--- config.mk ---
export PLATFORM = sky130hd
export DESIGN_NAME = mult18_acc
export DESIGN_NICKNAME = d
export VERILOG_FILES = /design/src/rtl/mult18_acc.sv
export SDC_FILE = /design/constraint.sdc
export NUM_CORES = 1
export LEC_CHECK = 0
export BUFFER_PORTS_ARGS = -buffer_cell sky130_fd_sc_hd__buf_2
export CAP_MARGIN = 10
export CORE_MARGIN = 10
export CORE_UTILIZATION = 61
export DETAILED_ROUTE_END_ITERATION = 7
export PLACE_DENSITY = 0.87
export SKIP_LAST_GASP = 1
export SLEW_MARGIN = 20
export SYNTH_ARGS = -nofsm -noshare
export SYNTH_HDL_FRONTEND = slang
export SYNTH_SLANG_ARGS = --single-unit
--- constraint.sdc ---
create_clock -name clk -period 5.7 [get_ports clk]
set_input_delay 1.14 -clock clk [delete_from_list [all_inputs] [get_ports clk]]
set_output_delay 1.14 -clock clk [all_outputs]
set_load 0.02 [all_outputs]
--- src/rtl/mult18_acc.sv ---
// Signed multiply-accumulate back end: sums NUM_TERMS 36-bit products into an ACC_LEN-bit result.
// Optional macro MULT18_ACC_SAT_EN clamps the accumulator on overflow instead of wrapping.
module mult18_acc #(
    parameter int ACC_LEN   = 48,
    parameter int NUM_TERMS = 16
) (
    input  logic               clk,
    input  logic               rst_n,
    input  logic               mult18_acc_start,
    input  logic               mult18_acc_in_valid,
    output logic               mult18_acc_in_ready,
    input  logic [35:0]        mult18_acc_in_1,
    output logic               mult18_acc_out_valid,
    input  logic               mult18_acc_out_ready,
    output logic [ACC_LEN-1:0] mult18_acc_out,
    output logic               mult18_acc_busy,
    output logic               mult18_acc_ovf
);
    localparam int CW = $clog2(NUM_TERMS + 1);

    typedef enum logic [1:0] {IDLE, ACCUM, DONE} state_t;

    state_t             state;
    logic [ACC_LEN-1:0] acc;
    logic [CW-1:0]      cnt;
    logic               ovf;
    logic               xfer;
    logic               last;
    logic [ACC_LEN:0]   sum;
    logic               sum_ovf;
    logic [ACC_LEN-1:0] acc_nxt;

    assign xfer = mult18_acc_in_valid & mult18_acc_in_ready;
    assign last = (cnt == CW'(NUM_TERMS - 1));

    // One guard bit: the two top bits disagree exactly when the true sum leaves the signed range.
    assign sum     = {acc[ACC_LEN-1], acc}
                   + {{(ACC_LEN - 35){mult18_acc_in_1[35]}}, mult18_acc_in_1};
    assign sum_ovf = sum[ACC_LEN] ^ sum[ACC_LEN-1];

`ifdef MULT18_ACC_SAT_EN
    always_comb begin
        acc_nxt = sum[ACC_LEN-1:0];
        if (sum_ovf)
            acc_nxt = sum[ACC_LEN] ? {1'b1, {(ACC_LEN-1){1'b0}}} : {1'b0, {(ACC_LEN-1){1'b1}}};
    end
`else
    assign acc_nxt = sum[ACC_LEN-1:0];
`endif

    always_ff @(posedge clk or negedge rst_n) begin
        if (!rst_n) begin
            state <= IDLE;
            acc   <= '0;
            cnt   <= '0;
            ovf   <= 1'b0;
        end else begin
            case (state)
                IDLE: if (mult18_acc_start) begin
                    state <= ACCUM;
                    acc   <= '0;
                    cnt   <= '0;
                    ovf   <= 1'b0;
                end
                ACCUM: if (xfer) begin
                    acc <= acc_nxt;
                    cnt <= cnt + 1'b1;
                    ovf <= ovf | sum_ovf;
                    if (last) state <= DONE;
                end
                DONE: if (mult18_acc_out_ready) state <= IDLE;
                default: state <= IDLE;
            endcase
        end
    end

    assign mult18_acc_in_ready  = (state == ACCUM);
    assign mult18_acc_out_valid = (state == DONE);
    assign mult18_acc_busy      = (state != IDLE);
    assign mult18_acc_out       = acc;
    assign mult18_acc_ovf       = ovf;
endmodule

# Word-level counts from Yosys, hierarchy flattened
# Index checks and enable logic that the tools add are counted.
[totals] regBits=56 out_inout_bits=52 elab_cells=35
[classes] addsub=2 n_eq_ne=7 muxes=14 bitwise_logic=3 reduce_logical=5
[ops] cell="2-to-1 mux 48 bit" n=2
[ops] cell="one-hot mux 48 bit (2 select lines)" n=1
[ops] cell="adder 48 x 36 -> 49 bit" n=1
[ops] cell="2-to-1 mux 5 bit" n=2
[ops] cell="one-hot mux 5 bit (2 select lines)" n=1
[ops] cell="2-to-1 mux 2 bit" n=4
[ops] cell="inequality test 2 x 1 -> 1 bit (second input constant)" n=3
[ops] cell="one-hot mux 2 bit (3 select lines)" n=1
[ops] cell="adder 5 x 1 -> 5 bit (second input constant)" n=1
[ops] cell="== test 5 x 4 -> 1 bit (second input constant)" n=1
[ops] cell="AND reduction 4 bit" n=1
[ops] cell="nonzero test 2 bit" n=2
[ops] cell="AND reduction 3 bit" n=1
[ops] cell="== test 2 x 1 -> 1 bit (second input constant)" n=1
[ops] cell="== test 2 bit (second input constant)" n=1
[ops] cell="zero test 2 bit" n=1
[ops] cell="2-to-1 mux 1 bit" n=2
[ops] cell="inequality test 2 bit (second input constant)" n=1
[ops] cell="one-hot mux 1 bit (2 select lines)" n=1
[ops] cell="bitwise AND 1 bit" n=1
[ops] cell="bitwise OR 1 bit" n=1
[ops] cell="bitwise XOR 1 bit" n=1

# Logic depth before layout (Yosys ltp)
# Gate-level depths: netlist of run 1.
[depth] ltp_word=5 ltp_mapped=11

# Worst setup path after synthesis of run 1
# OpenSTA, ideal clock, no wires.
[synth_path] path_kind="input -> register" from="input mult18_acc_in_1[0]" to="register acc[36] (netlist: mult18_acc_out[36])" setup_time_ps=131 t_arrival_ps=3357 required_time_ps=5569 slack_ps=2212 stages=11 path_buffers=0 cell_sequence="ha_1 -> fa_1 -> a211oi_1 -> o21ai_1 -> a211oi_2 -> a211oi_1 -> nor2b_2 -> nor2_1 -> a2111oi_2 -> xor2_1 -> o21ai_1"
[synth_via] elab_chain_len=3
[synth_rtl] item="from (decl)" line="12" rtl="input logic [35:0] mult18_acc_in_1,"
[synth_rtl] item="adder 48 x 36 -> 49 bit" line="38" rtl="+ {{(ACC_LEN - 35){mult18_acc_in_1[35]}}, mult18_acc_in_1};"
[synth_rtl] item="2-to-1 mux 48 bit" line="65" rtl="ACCUM: if (xfer) begin"
[synth_rtl] item="one-hot mux 48 bit (2 select lines)" line="58" rtl="case (state)"
[synth_rtl] item="to (signal assigned)" line="66" rtl="acc <= acc_nxt;"
[synth_rtl] item="to (decl)" line="24" rtl="logic [ACC_LEN-1:0] acc;"
# No other way between the ends. The select of a mux whose other input is x is not followed.
# A chain may end at the register's enable or synchronous reset.

# Worst setup path after layout of run 1
# Ends and elaborated chain as after synthesis.

==> flow_summary_export.csv, run 1 <==
group,metric,value,unit
sta,setup_tns,0,ns
critical_path,cp_slowest_stage_delay,0.43,ns
placed_design,io_buffers,92,
critical_path,r2r_setup_slack,2.69,ns
synth,synth_edf_count,0,
synth,synth_warnings,0,
critical_path,worst_path_max_delay_cell,"fa_1",
job,cap_violations,0,
cts,cts_hold_buffers,0,
cts,ctsLongestPathBuffers,2,
sta,setup_viol,0,
synth,netlist_instances,578,
cts,cts_resized,0,
cts,post_cts_buffers,0,
placed_design,place.gp.congestion,0.981,
sta,skew,0.0123,ns
critical_path,cp.arrival,3.72,ns
synth,synth.area.top_cells,"dfrtp_1 29%, ha_1 13%, nand2_1 6.5%, o21ai_0 5.7%, a21oi_1 5.2%",
synth,avgSynthCellArea,8.43,um2
synth,yosys_most_used_dff,"dfrtp_1",
sta,worstMarginPinSlew,0.715,ns
sta,post-route-min-period,3.52,ns
cts,tritoncts,"yes",
power_and_ir_drop,peakVddDrop,0.000323,V
synth,synth_cell_type_count,67,
sta,fin_crit_sh,0.618,
die,die_w,109,um
critical_path,crit_path_start_kind,"primary input",
final_layout,syn2layout_area_growth,12.7,%
routing,wl_per_cell,16.6,um
cts,cts_inserted_buffers,5,
final_layout,fill_cells,633,
die,row_count,32,
synth,synthArstFlopShare,1.00,
synth,synth_compound_area_frac,0.296,
routing,viasPerCell,6.02,
global_route,grt_pass1_vias,4560,
critical_path,worst_setup_path_end_kind,"flip-flop",
sta,slew_headroom,0.523,
critical_path,crit_family,"compound AO/OA/AOI/OAI gates",
die,die_y,109,um
die,dieArea,0.0120,mm2
synth,ys_seq_elements,56,
synth,synthAdderAreaFrac,0.132,
final_layout,diodes,0,
placed_design,hpwl,9900,um
global_route,grt_usage,0.208,
final_layout,layoutNonFillerInstCount,761,
global_route,grt_pass1_wl,21000,um
routing,drc_errors,0,
sta,rsz0062_at_grt,"no",
global_route,overflow,0,
global_route,grt_max_degree,57,
routing,ant_nets,0,
die,start_util,0.628,
critical_path,required,5.89,ns
placed_design,dp.cells,753,
sta,hold_violations,0,
routing,wl,12700,um
synth,yosysTopAreaCell,"dfrtp_1",
cts,cts-htree-levels,2,
cts,clk_pin_slew,0.11,ns
routing,firstDrtPassIters,5,
synth,syn_nets,670,
synth,muxShareOfSynthArea,0.00205,
critical_path,crit_buf_inv,1,
critical_path,worstSetupPathType,"primary input to flip-flop",
synth,syn_area,0.00487,mm2
die,coreArea,0.00777,mm2
final_layout,drive_above_1_share,0.205,
power_and_ir_drop,power_leakage,0.00262,uW
status,run_status,"finished clean",
sta,final_max_slew_viol_count,0,
critical_path,crit_chain,"buf_2, ha_1, fa_1, a211oi_1, o21ai_1, a211oi_2, a211oi_1, nor2b_2, nor2_1, a2111oi_2, xor2_1, o21ai_1",
cts,clkLatencyLatePin,0.31,ns
final_layout,nets,750,
routing,vias,4579,
synth,netlist.area_leader.share,0.287,
sta,max_freq,0.284,GHz
die,io_pins,93,
global_route,antenna_found_initial,0,
synth,yosysSeqAreaShare,0.287,
routing,drtIter0Drc,213,
synth,synthSimpleGateAreaFrac,0.167,
cts,cts_root_buffer,"clkbuf_8",
synth,synth_top_family_by_area,"compound AO/OA/AOI/OAI gates",
power_and_ir_drop,power.density,634,mW/mm2
critical_path,path_max_fanout,4,
synth,synth-xor-area-share,0.0809,
cts,cts_sinks,56,
hold_path,hold_class,"flip-flop to flip-flop",
[metrics by stage]
stage / hold slack, ns / util / area, um2 / setup slack [ns] / total power [uW]
5_1_grt: 0.547 / 0.707 / 5490 / 1.98 / 3800
3_5_place_dp: 0.492 / 0.696 / 5410 / 1.84 / 3240
3_3_place_gp: 0.461 / 0.693 / 5390 / 1.90 / 3150
2_1_floorplan: 0.450 / - / 4870 / 2.21 / 2630
4_1_cts: 0.516 / 0.707 / 5490 / 2.18 / 3480
6_report: 0.512 / 0.707 / 5490 / 2.18 / 3490
[cell usage in the layout, fill, tap and decap left out, types with 21 or more instances in the layout]
cell type  netlist  final
nand2_1         85     85
a21o_1          21     21
xnor2_1         21     21
xor2_1          24     24
buf_2            2     92
dfrtp_1         56     56
a21oi_1         51     51
nor2_1          34     33
ha_1            50     50
o21ai_0         56     56
[path summary, 6_finish.rpt]
kind / cells after the start / endpoint / start
min in group asynchronous: 2 / mult18_acc_out[24] / rst_n
max in group asynchronous: 2 / state[1] / rst_n
min reg2reg: 2 / cnt[4] / cnt[4]
min: 2 / cnt[4] / cnt[4]
max reg2reg: 11 / mult18_acc_out[36] / mult18_acc_out[0]
max: 12 / mult18_acc_out[36] / mult18_acc_in_1[0]
[cell families (layout without fill, tap and decap cells)]
family | after synthesis | after routing
compound gates | 209 | 209
fa+ha+maj | 51 | 51
buf+inv | 40 | 121
mux | 1 | 1
xor+xnor | 45 | 45
flops | 56 | 56
simple gates | 176 | 176
[state kept, by name, summed over array words and instances, names as in the netlist]
signal / count
mult18_acc_ovf: 1
state: 2
cnt: 5
mult18_acc_out: 48
[cell usage after synthesis (all sizes together) (9+ instances only)]
cell and number:
a211oi 9, nand4 13, clkbuf 17, xnor2 21
dfrtp 56, nand3 12, o21ai 71, nand2 86
a21oi 54, o21bai 12, a21o 21, nor2 34
ha 50, xor2 24, inv 18
[cell type report]
type                            instances  area [um2]  area share
Clock buffer                            6        72.6      0.0132
Clock inverter                          2        16.3     0.00296
Inverter                               18        67.6      0.0123
Multi-Input combinational cell        482        3310       0.603
Sequential cell                        56        1400       0.255
Tap cell                              102         128      0.0232
Timing Repair Buffer                   95         495      0.0902
[report_power, final]
group	leakage, uW	total [uW]	internal (uW)	switching, uW
clock network	0.0000414	226	88.0	138
logic	0.00190	2510	980	1530
registers	0.000687	749	593	156
[layer usage]
layer  routed length (um)  vias up  track usage  part of all wire
met3                  855       17       0.0410             0.068
li1                     -     2262            -                 -
met2                 6290      142        0.369              0.50
met4                  136        0       0.0483             0.011
met5                    0        -            0                 0
met1                 5390     2158        0.255              0.43
[worst register-to-register path, stage by stage, from the launching register on]
cell and delay [ns]:
dfrtp_1 0.41, ha_1 0.24, fa_1 0.43, a211oi_1 0.29, o21ai_1 0.17, a211oi_2 0.32
a211oi_1 0.14, nor2b_2 0.20, nor2_1 0.08, a2111oi_2 0.36, xor2_1 0.17, o21ai_1 0.07
No activity file was read; power rests on OpenSTA's default activity.
==> inputs of run 2 (changes only) <==
--- a/config.mk
+++ b/config.mk
@@ -8,9 +8,9 @@
 export BUFFER_PORTS_ARGS = -buffer_cell sky130_fd_sc_hd__buf_2
 export CAP_MARGIN = 10
 export CORE_MARGIN = 10
-export CORE_UTILIZATION = 61
+export CORE_UTILIZATION = 57
 export DETAILED_ROUTE_END_ITERATION = 7
-export PLACE_DENSITY = 0.87
+export PLACE_DENSITY = 0.82
 export SKIP_LAST_GASP = 1
 export SLEW_MARGIN = 20
 export SYNTH_ARGS = -nofsm -noshare
==> constraint.sdc (replaced) <==
create_clock -name clk -period 3.6 [get_ports clk]
set_input_delay 0.72 -clock clk [delete_from_list [all_inputs] [get_ports clk]]
set_output_delay 0.72 -clock clk [all_outputs]
set_load 0.02 [all_outputs]
==> flow_summary_export.csv, run 2 (same netlist as run 1, synthesis figures left out) <==
group,metric,value,unit
status,run_status,"finished clean",
die,io_pins,93,
sta,setup_viol,0,
critical_path,worstSetupPathType,"primary input to flip-flop",
critical_path,worst_path_max_delay_cell,"fa_1",
routing,wl_met1,5520,um
final_layout,syn2layout_area_growth,12.5,%
final_layout,regArea,0.00140,mm2
final_layout,diodes,0,
routing,vias,4630,
sta,rsz0062_at_grt,"no",
die,dieArea,0.0127,mm2
die,die_y,112,um
critical_path,required,3.79,ns
global_route,grt_pass1_vias,4531,
routing,wl,12600,um
sta,hold_violations,0,
final_layout,final_cell_mix,"92 x buf_2, 85 x nand2_1, 56 x o21ai_0, 56 x dfrtp_1, 51 x a21oi_1",
power_and_ir_drop,power.total,5510,uW
critical_path,crit_chain,"buf_2, ha_1, fa_1, a211oi_1, o21ai_1, a21oi_1, o211ai_1, a21o_1, a31oi_1, o21ai_0, xnor2_1, o21ai_0",
die,start_util,0.590,
routing,dr_wl_met2,6150,um
routing,ant_nets,0,
critical_path,path_max_fanout,3,
job,cap_violations,0,
cts,cts_sinks,56,
routing,wl_met3,804,um
global_route,grt_max_degree,36,
critical_path,crit_cells,12,
power_and_ir_drop,peakVddDrop,0.000495,V
critical_path,r2r_setup_slack,0.55,ns
critical_path,crit_path_start_kind,"primary input",
power_and_ir_drop,power.density,1000,mW/mm2
critical_path,crit_family,"compound AO/OA/AOI/OAI gates",
final_layout,fill_cells,763,
sta,post-route-min-period,3.15,ns
routing,wl_per_cell,16.5,um
critical_path,r2r_end,"mult18_acc_out[20]",
die,coreArea,0.00826,mm2
critical_path,reg2regPathDepth,11,
sta,setup_tns,0,ns
final_layout,drive_above_1_share,0.206,
routing,top_layer_used,"met4",
placed_design,place.gp.congestion,0.975,
cts,post_cts_buffers,0,
routing,drc_errors,0,
sta,max_freq,0.318,GHz
power_and_ir_drop,power_leakage,0.00262,uW
placed_design,hpwl,10000,um
global_route,overflow,0,
cts,cts-htree-levels,2,
placed_design,io_buffers,92,
cts,cts_inserted_buffers,5,
critical_path,crit_buf_inv,1,
final_layout,layout_commonest_cell,"buf_2",
cts,ctsLongestPathBuffers,2,
sta,worstMarginPinSlew,0.795,ns
routing,drtIter0Drc,258,
die,row_count,33,
critical_path,worst_setup_path_end_kind,"flip-flop",
cts,cts_hold_buffers,0,
cts,tritoncts,"yes",
routing,firstDrtPassIters,5,
critical_path,crit_top_cell,"o21ai_0",
sta,fin_crit_sh,0.874,
die,die_w,112,um
critical_path,timing.rr.start,"mult18_acc_out[0]",
global_route,antenna_found_initial,0,
final_layout,nets,751,
global_route,grt_usage,0.193,
cts,clkLatencyLatePin,0.31,ns
cts,cts_resized,0,
routing,viasPerCell,6.06,
critical_path,worstSetupEndpoint,"mult18_acc_out[20]",
cts,clk_pin_slew,0.11,ns
sta,slew_headroom,0.470,
final_layout,multi_input_area,0.00331,mm2
final_layout,largest_reg_flops,48,
global_route,grt_pass1_wl,21200,um
critical_path,cp_slowest_stage_delay,0.43,ns
cts,cts_root_buffer,"clkbuf_8",
hold_path,hold_class,"primary input to async pin",
critical_path,startpoint,"mult18_acc_in_1[0]",
critical_path,cp.arrival,3.34,ns
sta,skew,0.0120,ns
sta,final_max_slew_viol_count,0,
==> run 2: cell count changes in the layout (fill, tap and decap cells not counted), sizes merged <==
cell | previous run | this run
buf | 95 | 96
clkbuf | 6 | 5
==> run 2: metal layers <==
layer	up-vias	track usage
met4	0	0.0491
met2	152	0.332
li1	2261	-
met1	2196	0.240
met5	-	0
met3	21	0.0399
==> run 2: final cells by class <==
cell class              count  share of cell area
clock inverters             2             0.00228
flip-flops and latches     56               0.255
repair buffers             96              0.0894
well taps                 105              0.0240
multi-input cells         482               0.604
clock buffers               5              0.0125
inverters                  18              0.0123
==> run 2: how the worst min path moves through the flow <==
| stage | start | endpoint | cells after the start |
|---|---|---|---|
| floorplan | rst_n | cnt[0] | 0 |
| global placement | cnt[4] | cnt[4] | 2 |
| detailed placement | cnt[4] | cnt[4] | 2 |
| CTS | rst_n | mult18_acc_out[17] | 1 |
| global route | rst_n | mult18_acc_out[39] | 1 |
| finish | rst_n | mult18_acc_out[17] | 1 |
==> run 2: where the power goes <==
| group | switching, uW | internal [uW] | total, uW |
|---|---|---|---|
| sequential | 247 | 940 | 1190 |
| clock | 218 | 133 | 350 |
| combinational | 2420 | 1550 | 3970 |
| total | 2880 | 2620 | 5510 |
==> run 2: worst reg2reg max path, delay by kind of cell, from the launching register on <==
kind | cells | cell delay, ns
XOR/XNOR | 1 | 0.14
flip-flops | 1 | 0.41
adder cells (fa/ha/maj) | 2 | 0.67
AO/OA/AOI/OAI | 8 | 1.71
==> run 2: stage by stage <==
step           setup slack [ns]  instance area, um2  cells  hold WS, ns   util
2_1_floorplan             0.532                4870    578        0.424      -
3_3_place_gp              0.206                5400    757        0.465  0.654
3_5_place_dp              0.154                5400    757        0.474  0.654
4_1_cts                   0.491                5490    764        0.499  0.664
5_1_grt                   0.288                5490    764        0.539  0.664
6_report                  0.453                5490    764        0.475  0.664
==> inputs of run 3 (changes only) <==
--- a/config.mk
+++ b/config.mk
@@ -8,9 +8,8 @@
 export BUFFER_PORTS_ARGS = -buffer_cell sky130_fd_sc_hd__buf_2
 export CAP_MARGIN = 10
 export CORE_MARGIN = 10
-export CORE_UTILIZATION = 57
+export CORE_UTILIZATION = 35
 export DETAILED_ROUTE_END_ITERATION = 7
-export PLACE_DENSITY = 0.82
 export SKIP_LAST_GASP = 1
 export SLEW_MARGIN = 20
 export SYNTH_ARGS = -nofsm -noshare
==> flow_summary_export.csv, run 3 (same netlist as run 1, synthesis figures left out) <==
group,metric,value,unit
sta,worstMarginPinSlew,0.716,ns
sta,hold_violations,0,
sta,rsz0062_at_grt,"no",
power_and_ir_drop,peakVddDrop,0.000409,V
placed_design,place_area,0.00553,mm2
critical_path,worstSetupPathType,"primary input to flip-flop",
global_route,grt_pass1_vias,4641,
critical_path,reg2regPathDepth,11,
placed_design,hpwl,11200,um
sta,final_max_slew_viol_count,0,
final_layout,fin_area,0.00568,mm2
final_layout,fill_cells,1435,
placed_design,place.gp.congestion,0.943,
cts,tritoncts,"yes",
cts,clkLatencyLatePin,0.32,ns
final_layout,layoutNonFillerInstCount,844,
routing,firstDrtPassIters,4,
routing,ant_nets,0,
die,die_w,138,um
cts,cts-htree-levels,2,
routing,wl,14200,um
routing,drtIter0Drc,330,
critical_path,cp.arrival,3.29,ns
global_route,grt_usage,0.145,
final_layout,drive_above_1_share,0.212,
sta,fin_crit_sh,0.859,
cts,cts_root_buffer,"clkbuf_16",
critical_path,crit_path_start_kind,"primary input",
die,die_y,138,um
die,row_count,43,
placed_design,dp.cells,836,
critical_path,r2r_end,"mult18_acc_out[34]",
critical_path,required,3.80,ns
cts,cts_hold_buffers,0,
sta,setup_viol,0,
final_layout,post-route-util,0.412,
sta,post-route-min-period,3.09,ns
sta,max_freq,0.323,GHz
power_and_ir_drop,power.density,1010,mW/mm2
die,io_pins,93,
cts,cts_sinks,56,
critical_path,timing.rr.start,"mult18_acc_out[0]",
die,start_util,0.354,
sta,slew_headroom,0.521,
final_layout,nets,755,
routing,wl_per_cell,16.8,um
sta,setup_tns,0,ns
cts,post_cts_buffers,0,
die,coreArea,0.0138,mm2
final_layout,diodes,0,
hold_path,hold_class,"primary input to async pin",
global_route,grt_max_degree,30,
global_route,grt_pass1_wl,23600,um
final_layout,largest_reg_flops,48,
die,dieArea,0.0190,mm2
global_route,overflow,0,
cts,cts_inserted_buffers,5,
final_layout,final_cell_mix,"92 x buf_2, 85 x nand2_1, 56 x o21ai_0, 56 x dfrtp_1, 51 x a21oi_1",
cts,clk_pin_slew,0.08,ns
final_layout,regArea,0.00140,mm2
status,run_status,"finished clean",
final_layout,layout_commonest_cell,"buf_2",
sta,skew,0.00812,ns
cts,ctsLongestPathBuffers,2,
placed_design,io_buffers,92,
final_layout,syn2layout_area_growth,16.5,%
routing,viasPerCell,5.37,
final_layout,multi_input_area,0.00331,mm2
cts,cts_resized,0,
power_and_ir_drop,power_leakage,0.00267,uW
job,cap_violations,0,
critical_path,worst_setup_path_end_kind,"flip-flop",
global_route,antenna_found_initial,0,
routing,vias,4534,
routing,drc_errors,0,
critical_path,path_max_fanout,4,
critical_path,r2r_setup_slack,0.60,ns
run 3: changes by cell type in the layout (fill, tap and decap cells not counted):
cell       delta
clkbuf_16     +5
clkbuf_8      -5
buf_4         +4
inv_6         +2
clkinv_2      -1
run 3: worst max-delay path by stage:
stage,start,to,slack [ns],cells past startpoint
3_5_place_dp,mult18_acc_in_1[0],mult18_acc_out[34],0.16,12
5_1_grt,mult18_acc_in_1[0],mult18_acc_out[34],0.24,12
2_1_floorplan,mult18_acc_in_1[0],mult18_acc_out[36],0.53,11
6_report,mult18_acc_in_1[0],mult18_acc_out[34],0.51,12
3_3_place_gp,mult18_acc_in_1[0],mult18_acc_out[34],0.21,12
4_1_cts,mult18_acc_in_1[0],mult18_acc_out[34],0.49,12
run 3: layout make-up:
type / count / area share
multi-input combinational: 482 / 0.584
sequential: 56 / 0.247
timing repair buffer: 100 / 0.0917
tap: 180 / 0.0397
clock buffer: 5 / 0.0220
inverter: 18 / 0.0119
clock inverter: 3 / 0.00441
run 3: power breakdown:
part | internal [uW] | switching, uW | total [uW]
combinational | 1560 | 2450 | 4010
clock | 265 | 280 | 545
sequential | 941 | 253 | 1190
run 3: through the flow:
stage                     hold slack [ns]  setup WS [ns]  power [uW]
after floorplan                     0.424          0.532        4160
after global placement              0.465          0.211        5170
after detailed placement            0.471          0.160        5210
after CTS                           0.419          0.491        5780
after global routing                0.441          0.237        6300
final                               0.397          0.508        5750
run 3: per-layer routing:
metal | vias to the layer above | wire [um] | global-route usage
met5 | - | 0 | 0
met4 | 0 | 114 | 0.0327
li1 | 2269 | - | -
met3 | 11 | 926 | 0.0425
met2 | 120 | 6310 | 0.230
met1 | 2134 | 6820 | 0.188
run 3: worst max-delay path: stages:
cell	delay [ns]
buf_2	0.10
ha_1	0.23
fa_1	0.43
a211oi_1	0.30
o21ai_1	0.18
a211oi_2	0.33
a21oi_2	0.13
a21boi_2	0.31
o21ai_0	0.14
a21oi_1	0.18
xor2_1	0.15
o21ai_0	0.08
